File: src/rtl/fpi2c_bitseq.sv
// fpi2c_bitseq - bit-level I2C sequencer for the front-panel I2C path.
//
// Takes one byte-level operation at a time (START, WRITE, READ, STOP) from
// the command engine and turns it into open-drain SCL/SDA activity. Each
// phase is four quarters of DIVIDER clocks. The result comes back with a
// one-cycle rspvalid pulse.
//
// Parameters:
//   DIVIDER  CLOCK cycles per quarter-bit (2..65535, 250 = 100 kHz @ 100 MHz)
//
// Ports:
//   CLOCK, RESET_N       system clock, asynchronous active-low reset
//   cmdvalid/cmdready    operation handshake, accepted when both high
//   cmdop                0=START, 1=WRITE, 2=READ, 3=STOP
//   cmdbyte              WRITE data, MSB first
//   cmdlast              READ only: 1 = NACK after the byte
//   rspvalid             one-cycle completion pulse
//   rspbyte              READ data, or the byte sent for WRITE
//   rspack               WRITE: slave ACKed; READ: master sent ACK
//   rsparb               arbitration lost on this operation
//   busy                 operation in progress
//   sclo, sdao           line drives, 1 = release, 0 = pull low
//   scli, sdai           pad readback
//
// Build option:
//   FPI2C_STRETCH_EN     when defined, the end of Q1 is held while scli is
//                        low (slave clock stretching, no timeout). When not
//                        defined scli is ignored.

module fpi2c_bitseq #(
  parameter int unsigned DIVIDER = 250
) (
  input  logic       CLOCK,
  input  logic       RESET_N,
  input  logic       cmdvalid,
  output logic       cmdready,
  input  logic [1:0] cmdop,
  input  logic [7:0] cmdbyte,
  input  logic       cmdlast,
  output logic       rspvalid,
  output logic [7:0] rspbyte,
  output logic       rspack,
  output logic       rsparb,
  output logic       busy,
  output logic       sclo,
  output logic       sdao,
  input  logic       scli,
  input  logic       sdai
);

  // state   | meaning
  // --------+------------------------------------------------------------
  // S_IDLE  | waiting for an operation, lines hold their last value
  // S_START | start / repeated start: SDA released, SCL up, SDA down, SCL down
  // S_BIT   | one of nine bits of a WRITE or READ, four quarters each
  // S_STOP  | stop: SDA low, SCL up, SDA up, hold

  localparam logic [1:0] S_IDLE  = 2'd0;
  localparam logic [1:0] S_START = 2'd1;
  localparam logic [1:0] S_BIT   = 2'd2;
  localparam logic [1:0] S_STOP  = 2'd3;

  localparam logic [1:0] OP_START = 2'd0;
  localparam logic [1:0] OP_WRITE = 2'd1;
  localparam logic [1:0] OP_READ  = 2'd2;

  localparam logic [15:0] QLOAD = 16'(DIVIDER - 1);

  logic [1:0]  state;
  logic [1:0]  quarter;
  logic [15:0] qcnt;
  logic [3:0]  bitnum;
  logic        rdop;
  logic        last;
  logic        ackbit;
  logic [7:0]  txbyte;
  logic [7:0]  rxbyte;
  logic        stretch;
  logic        nextbit;

  // SDA drive for bit n (0..8) of the current byte operation.
  function automatic logic bitval(input logic rd, input logic lst,
                                  input logic [7:0] tx, input logic [3:0] n);
    if (n == 4'd8) bitval = rd ? lst : 1'b1;
    else           bitval = rd ? 1'b1 : tx[3'd7 - n[2:0]];
  endfunction

  assign nextbit  = bitval(rdop, last, txbyte, bitnum + 4'd1);
  assign cmdready = (state == S_IDLE);
  assign busy     = (state != S_IDLE);

`ifdef FPI2C_STRETCH_EN
  // SCL was released at Q1 entry; do not move on to Q2 until it is seen high.
  assign stretch = (quarter == 2'd1) && !scli;
`else
  logic unused_scli;
  assign unused_scli = scli;
  assign stretch     = 1'b0;
`endif

  always_ff @(posedge CLOCK or negedge RESET_N) begin
    if (!RESET_N) begin
      state    <= S_IDLE;
      quarter  <= 2'd0;
      qcnt     <= 16'd0;
      bitnum   <= 4'd0;
      rdop     <= 1'b0;
      last     <= 1'b0;
      ackbit   <= 1'b0;
      txbyte   <= 8'd0;
      rxbyte   <= 8'd0;
      rspvalid <= 1'b0;
      rspbyte  <= 8'd0;
      rspack   <= 1'b0;
      rsparb   <= 1'b0;
      sclo     <= 1'b1;
      sdao     <= 1'b1;
    end else begin
      rspvalid <= 1'b0;
      if (state == S_IDLE) begin
        if (cmdvalid) begin
          quarter <= 2'd0;
          qcnt    <= QLOAD;
          bitnum  <= 4'd0;
          rsparb  <= 1'b0;
          txbyte  <= cmdbyte;
          last    <= cmdlast;
          rdop    <= (cmdop == OP_READ);
          // Q0 drive is applied on the accept edge.
          case (cmdop)
            OP_START: begin state <= S_START; sdao <= 1'b1;       end
            OP_WRITE: begin state <= S_BIT;   sdao <= cmdbyte[7]; end
            OP_READ:  begin state <= S_BIT;   sdao <= 1'b1;       end
            default:  begin state <= S_STOP;  sdao <= 1'b0;       end
          endcase
        end
      end else if (qcnt != 16'd0) begin
        qcnt <= qcnt - 16'd1;
      end else if (!stretch) begin
        qcnt    <= QLOAD;
        quarter <= quarter + 2'd1;
        case (quarter)
          2'd0: sclo <= 1'b1;
          2'd1: begin
            // entering Q2: SDA edge for START/STOP, sample point for bits
            if (state == S_START) sdao <= 1'b0;
            if (state == S_STOP)  sdao <= 1'b1;
            if (state == S_BIT) begin
              if (rdop) begin
                if (bitnum != 4'd8) rxbyte <= {rxbyte[6:0], sdai};
              end else if (bitnum == 4'd8) begin
                ackbit <= ~sdai;
              end else if (sdao && !sdai) begin
                // another master is holding SDA low: back off immediately
                state    <= S_IDLE;
                sclo     <= 1'b1;
                sdao     <= 1'b1;
                rsparb   <= 1'b1;
                rspvalid <= 1'b1;
                rspbyte  <= txbyte;
                rspack   <= 1'b0;
              end
            end
          end
          2'd2: if (state != S_STOP) sclo <= 1'b0;
          default: begin
            if (state == S_BIT && bitnum != 4'd8) begin
              bitnum <= bitnum + 4'd1;
              sdao   <= nextbit;
            end else begin
              state    <= S_IDLE;
              rspvalid <= 1'b1;
              if (state == S_BIT) begin
                rspbyte <= rdop ? rxbyte : txbyte;
                rspack  <= rdop ? ~last : ackbit;
              end
            end
          end
        endcase
      end
    end
  end

endmodule

File: config.mk
export PLATFORM = sky130hd
export DESIGN_NAME = fpi2c_bitseq
export DESIGN_NICKNAME = d
export VERILOG_FILES = /design/src/rtl/fpi2c_bitseq.sv
export SDC_FILE = /design/constraint.sdc
export NUM_CORES = 1
export LEC_CHECK = 0
export BUFFER_PORTS_ARGS = -buffer_cell sky130_fd_sc_hd__buf_2
export CAP_MARGIN = 20
export CORE_MARGIN = 4
export CORE_UTILIZATION = 58
export CTS_BUF_LIST = sky130_fd_sc_hd__clkbuf_4 sky130_fd_sc_hd__clkbuf_8
export DETAILED_ROUTE_END_ITERATION = 7
export PLACE_DENSITY = 0.76
export SLEW_MARGIN = 30
export SYNTH_ARGS = -nofsm -noshare
export SYNTH_HDL_FRONTEND = slang
export SYNTH_SLANG_ARGS = --single-unit
export TNS_END_PERCENT = 50
File: constraint.sdc
create_clock -name CLOCK -period 3.06 [get_ports CLOCK]
set_input_delay 0.153 -clock CLOCK [delete_from_list [all_inputs] [get_ports CLOCK]]
set_output_delay 0.153 -clock CLOCK [all_outputs]
set_load 0.005 [all_outputs]
==> results.toml <==
[logic_synthesis]
synthAdderAreaFrac = 0.0454
ys.flop_type = "dfrtp_1"
synthDistinctLibCells = 50
synth_area_leaders = "dfrtp_1 (45%), mux2_2 (14%), ha_1 (4.5%)"
ys_ff_latch = 56
avgSynthCellArea_um2 = 10.6
seq_area_frac_synth = 0.463
asyncSetResetFlopFracSynth = 1.00
synth_top_family_by_area = "multiplexers"
synth_nets = 313
syn_area_mm2 = 0.00303
synth-compound-area-share = 0.128
synth_area_leader_cell = "dfrtp_1"
synth_edf_count = 0
synth_simple_gate_area_frac = 0.157
yosysTopAreaCellShare = 0.446
synth_warnings = 0
synthMuxAreaShare = 0.170
syn-instance-count = 286
synth-xor-area-share = 0.00578

[clocking]
cts_buffers = 5
cts_buffer_depth = 2
clock_sinks = 56
cts_root_buf = "clkbuf_8"
cts.reportedPaths.clkPinSlew_ns = 0.10
htree_num_levels = 2
cts_tree = "done"
clk_latency_ns = 0.31
post_cts_buffers = 0

[critical_path]
worst-setup-path-type = "flip-flop to flip-flop"
reg2reg_to = "rxbyte[4]"
worstPathArrival_ns = 3.16
critPathCaptureType = "flip-flop"
reg2reg_depth = 8
crit_required_ns = 3.26
startpoint_type = "flip-flop"
reg2reg_from = "qcnt[0]"
crit_path_max_fanout = 8
reg2reg_slack_ns = 0.11

[floorplan]
die-area_mm2 = 0.00644
io_pins = 31
core_mm2 = 0.00507
row_count = 26
die_y_um = 80.3
dieWidth_um = 80.3
start_util = 0.597

[layout]
finalInstanceArea_mm2 = 0.00339
fin_util = 0.668
seq_area_mm2 = 0.00140
num_antenna_cells = 0
fill_cells = 412
synthToLayoutAreaGrowth_pct = 11.9
multi_input_area_mm2 = 0.00154
nNetsFinal = 347
drive_gt1_frac = 0.299

[pwr]
sw_frac_of_total = 0.377
p_total_uw = 2500
combPwrFrac = 0.400
leakage_uw = 0.00158
vdd_drop_max_uv = 378
power_density_mw_per_mm2 = 738
power.internal_uw = 1560
p_switching_uw = 943
clockPowerShare = 0.173
seq_power_share = 0.427

[sta]
relSlewSlack = 0.503
fmaxAchievable_ghz = 0.339
fin_skew_ns = 0.00626
rsz0062_at_grt = "false"
hold_viol = 0
timing.final.crit_share = 0.965
post-route-min-period_ns = 2.95
setup_viol = 0
worst_slack_ns = 0.106
worst_slew_pin_slew_ns = 0.744
setup_tns_ns = 0
slew_violations = 0

[flow_run]
maxCapViolCount = 0

[route]
wirelength_um = 6110
avgViaCountPerCell = 5.82
detail-route-antenna-nets = 0
drt-initial-drc-count = 189
drt-pass1-iter-count = 4
wire_per_inst_um = 15.6
drc = 0
vias = 2276

[min_path]
worstHoldPathCells = 2
hold_path.class = "input port to flip-flop"
hold_path_end = "txbyte[0]"
hp-start = "cmdbyte[0]"

[placed_design]
gp_congestion = 0.860
post-place-ws_ns = 0.0958
numPortBuffers = 29
placed_area_mm2 = 0.00328
dp.final_hpwl_um = 4410

[global_routing]
track_usage = 0.198
grt_pass1_wl_um = 9960
grt_max_degree = 30
gr-total-overflow = 0
grt_pass1_vias = 2156
antenna_found_initial = 0

[status]
status = "complete, no violations"
## registers in the layout, indices dropped and copies added, names as in the netlist
name and cells:
rspvalid 1, rxbyte 8, txbyte 8, state 2, qcnt 16, rspbyte 8, sdao 1, rsparb 1
sclo 1, rspack 1, bitnum 4, quarter 2, ackbit 1, last 1, rdop 1
## worst max path at each step
stage | to | from | depth (start not counted)
floorplan | rxbyte[0] | qcnt[0] | 8
global placement | qcnt[11] | qcnt[0] | 8
detailed placement | qcnt[11] | qcnt[0] | 8
CTS | qcnt[11] | qcnt[0] | 8
global route | rxbyte[7] | qcnt[0] | 8
finish | rxbyte[4] | qcnt[0] | 8
## what timing repair did
item	in CTS	in global routing
setup endpoints to repair	0	5
endpoints found under the hold margin	27	0
hold buffers	1	0
resized for setup	0	1
## per-layer routing
| layer | wire, um | global-route usage | vias up | part of all wire |
|---|---|---|---|---|
| met5 | 0 | 0 | - | 0 |
| li1 | - | - | 1107 | - |
| met1 | 2830 | 0.269 | 1122 | 0.46 |
| met4 | 78 | 0.0608 | 0 | 0.013 |
| met2 | 2990 | 0.330 | 40 | 0.49 |
| met3 | 203 | 0.0235 | 7 | 0.033 |
## critical path, cell delays in order, from the launching register on
cell and delay (ns):
dfrtp_1 0.43, inv_1 0.08, ha_1 0.21, or3b_4 0.43, or4b_1 0.64, nor3_4 0.27
nor4b_4 0.22, buf_4 0.21, mux2_2 0.35
## power groups by stage
stage,Clock (uW),Sequential (uW),Combinational [uW]
floorplan,0,1010,797
global placement,0,1070,975
detailed placement,0,1080,1000
CTS,441,1070,1010
global route,464,1100,1110
finish,432,1070,1000
## placed cells by master (no fill, tap or decap), types with 2 or more instances in the layout
master / synthesis / final
dfrtp_1: 54 / 54
mux2_2: 39 / 39
buf_2: 1 / 29
nor2_1: 20 / 20
o21ai_0: 19 / 19
nand2_1: 18 / 18
inv_1: 12 / 12
nor3_1: 12 / 12
a21oi_1: 11 / 11
ha_1: 11 / 11
nand3_1: 10 / 10
buf_4: 0 / 8
a31oi_1: 6 / 6
clkbuf_8: 0 / 6
o31ai_1: 5 / 5
or3_1: 4 / 4
a21o_1: 4 / 4
nor3b_1: 3 / 3
nor4_1: 3 / 3
mux2i_1: 3 / 3
nor2b_1: 3 / 3
or2_2: 2 / 2
a22o_1: 2 / 2
and3_1: 2 / 2
and2_1: 2 / 2
xor2_1: 2 / 2
a211oi_1: 2 / 2
mux4_2: 2 / 2
clkinvlp_4: 0 / 2
dfstp_2: 2 / 2
## kinds of logic (layout without fill, tap and decap cells)
group                      after synthesis  after routing
xor gates and xnor gates                 2              2
buffers and inverters                   24             59
adders and majority gates               11             11
DFF                                     56             56
AOI/OAI and AO/OA                       61             61
and+or+nand+nor                         88             88
muxes                                   44             44
## cell type report
cell class	count	area share
clock buffers	6	0.0244
inverters	13	0.0144
multi-input cells	206	0.454
well taps	70	0.0258
repair buffers	38	0.0635
clock inverters	2	0.00443
flip-flops and latches	56	0.414
## synthesized netlist by cell type (all sizes together), types with 2 or more instances
master  instances
o31ai           5
o21ai          20
a21o            4
a31oi           6
nor3b           3
nor4b           2
clkbuf         10
nor2           20
nor4            3
nand3          10
or3             4
and2            2
dfrtp          54
ha             11
and3            2
nand2          18
dfstp           2
inv            13
nor2b           3
a22o            2
xor2            2
nor3           13
a21oi          11
or2             2
mux2i           3
mux4            2
mux2           39
a211oi          2
## stage by stage
step | instances | hold slack [ns]
6_report | 391 | 0.0640
5_1_grt | 391 | 0.0611
4_1_cts | 391 | 0.0569
3_5_place_dp | 382 | 0.222
3_3_place_gp | 382 | 0.217
2_1_floorplan | 286 | -0.143
Note: power is estimated with default switching activity, not from simulation.
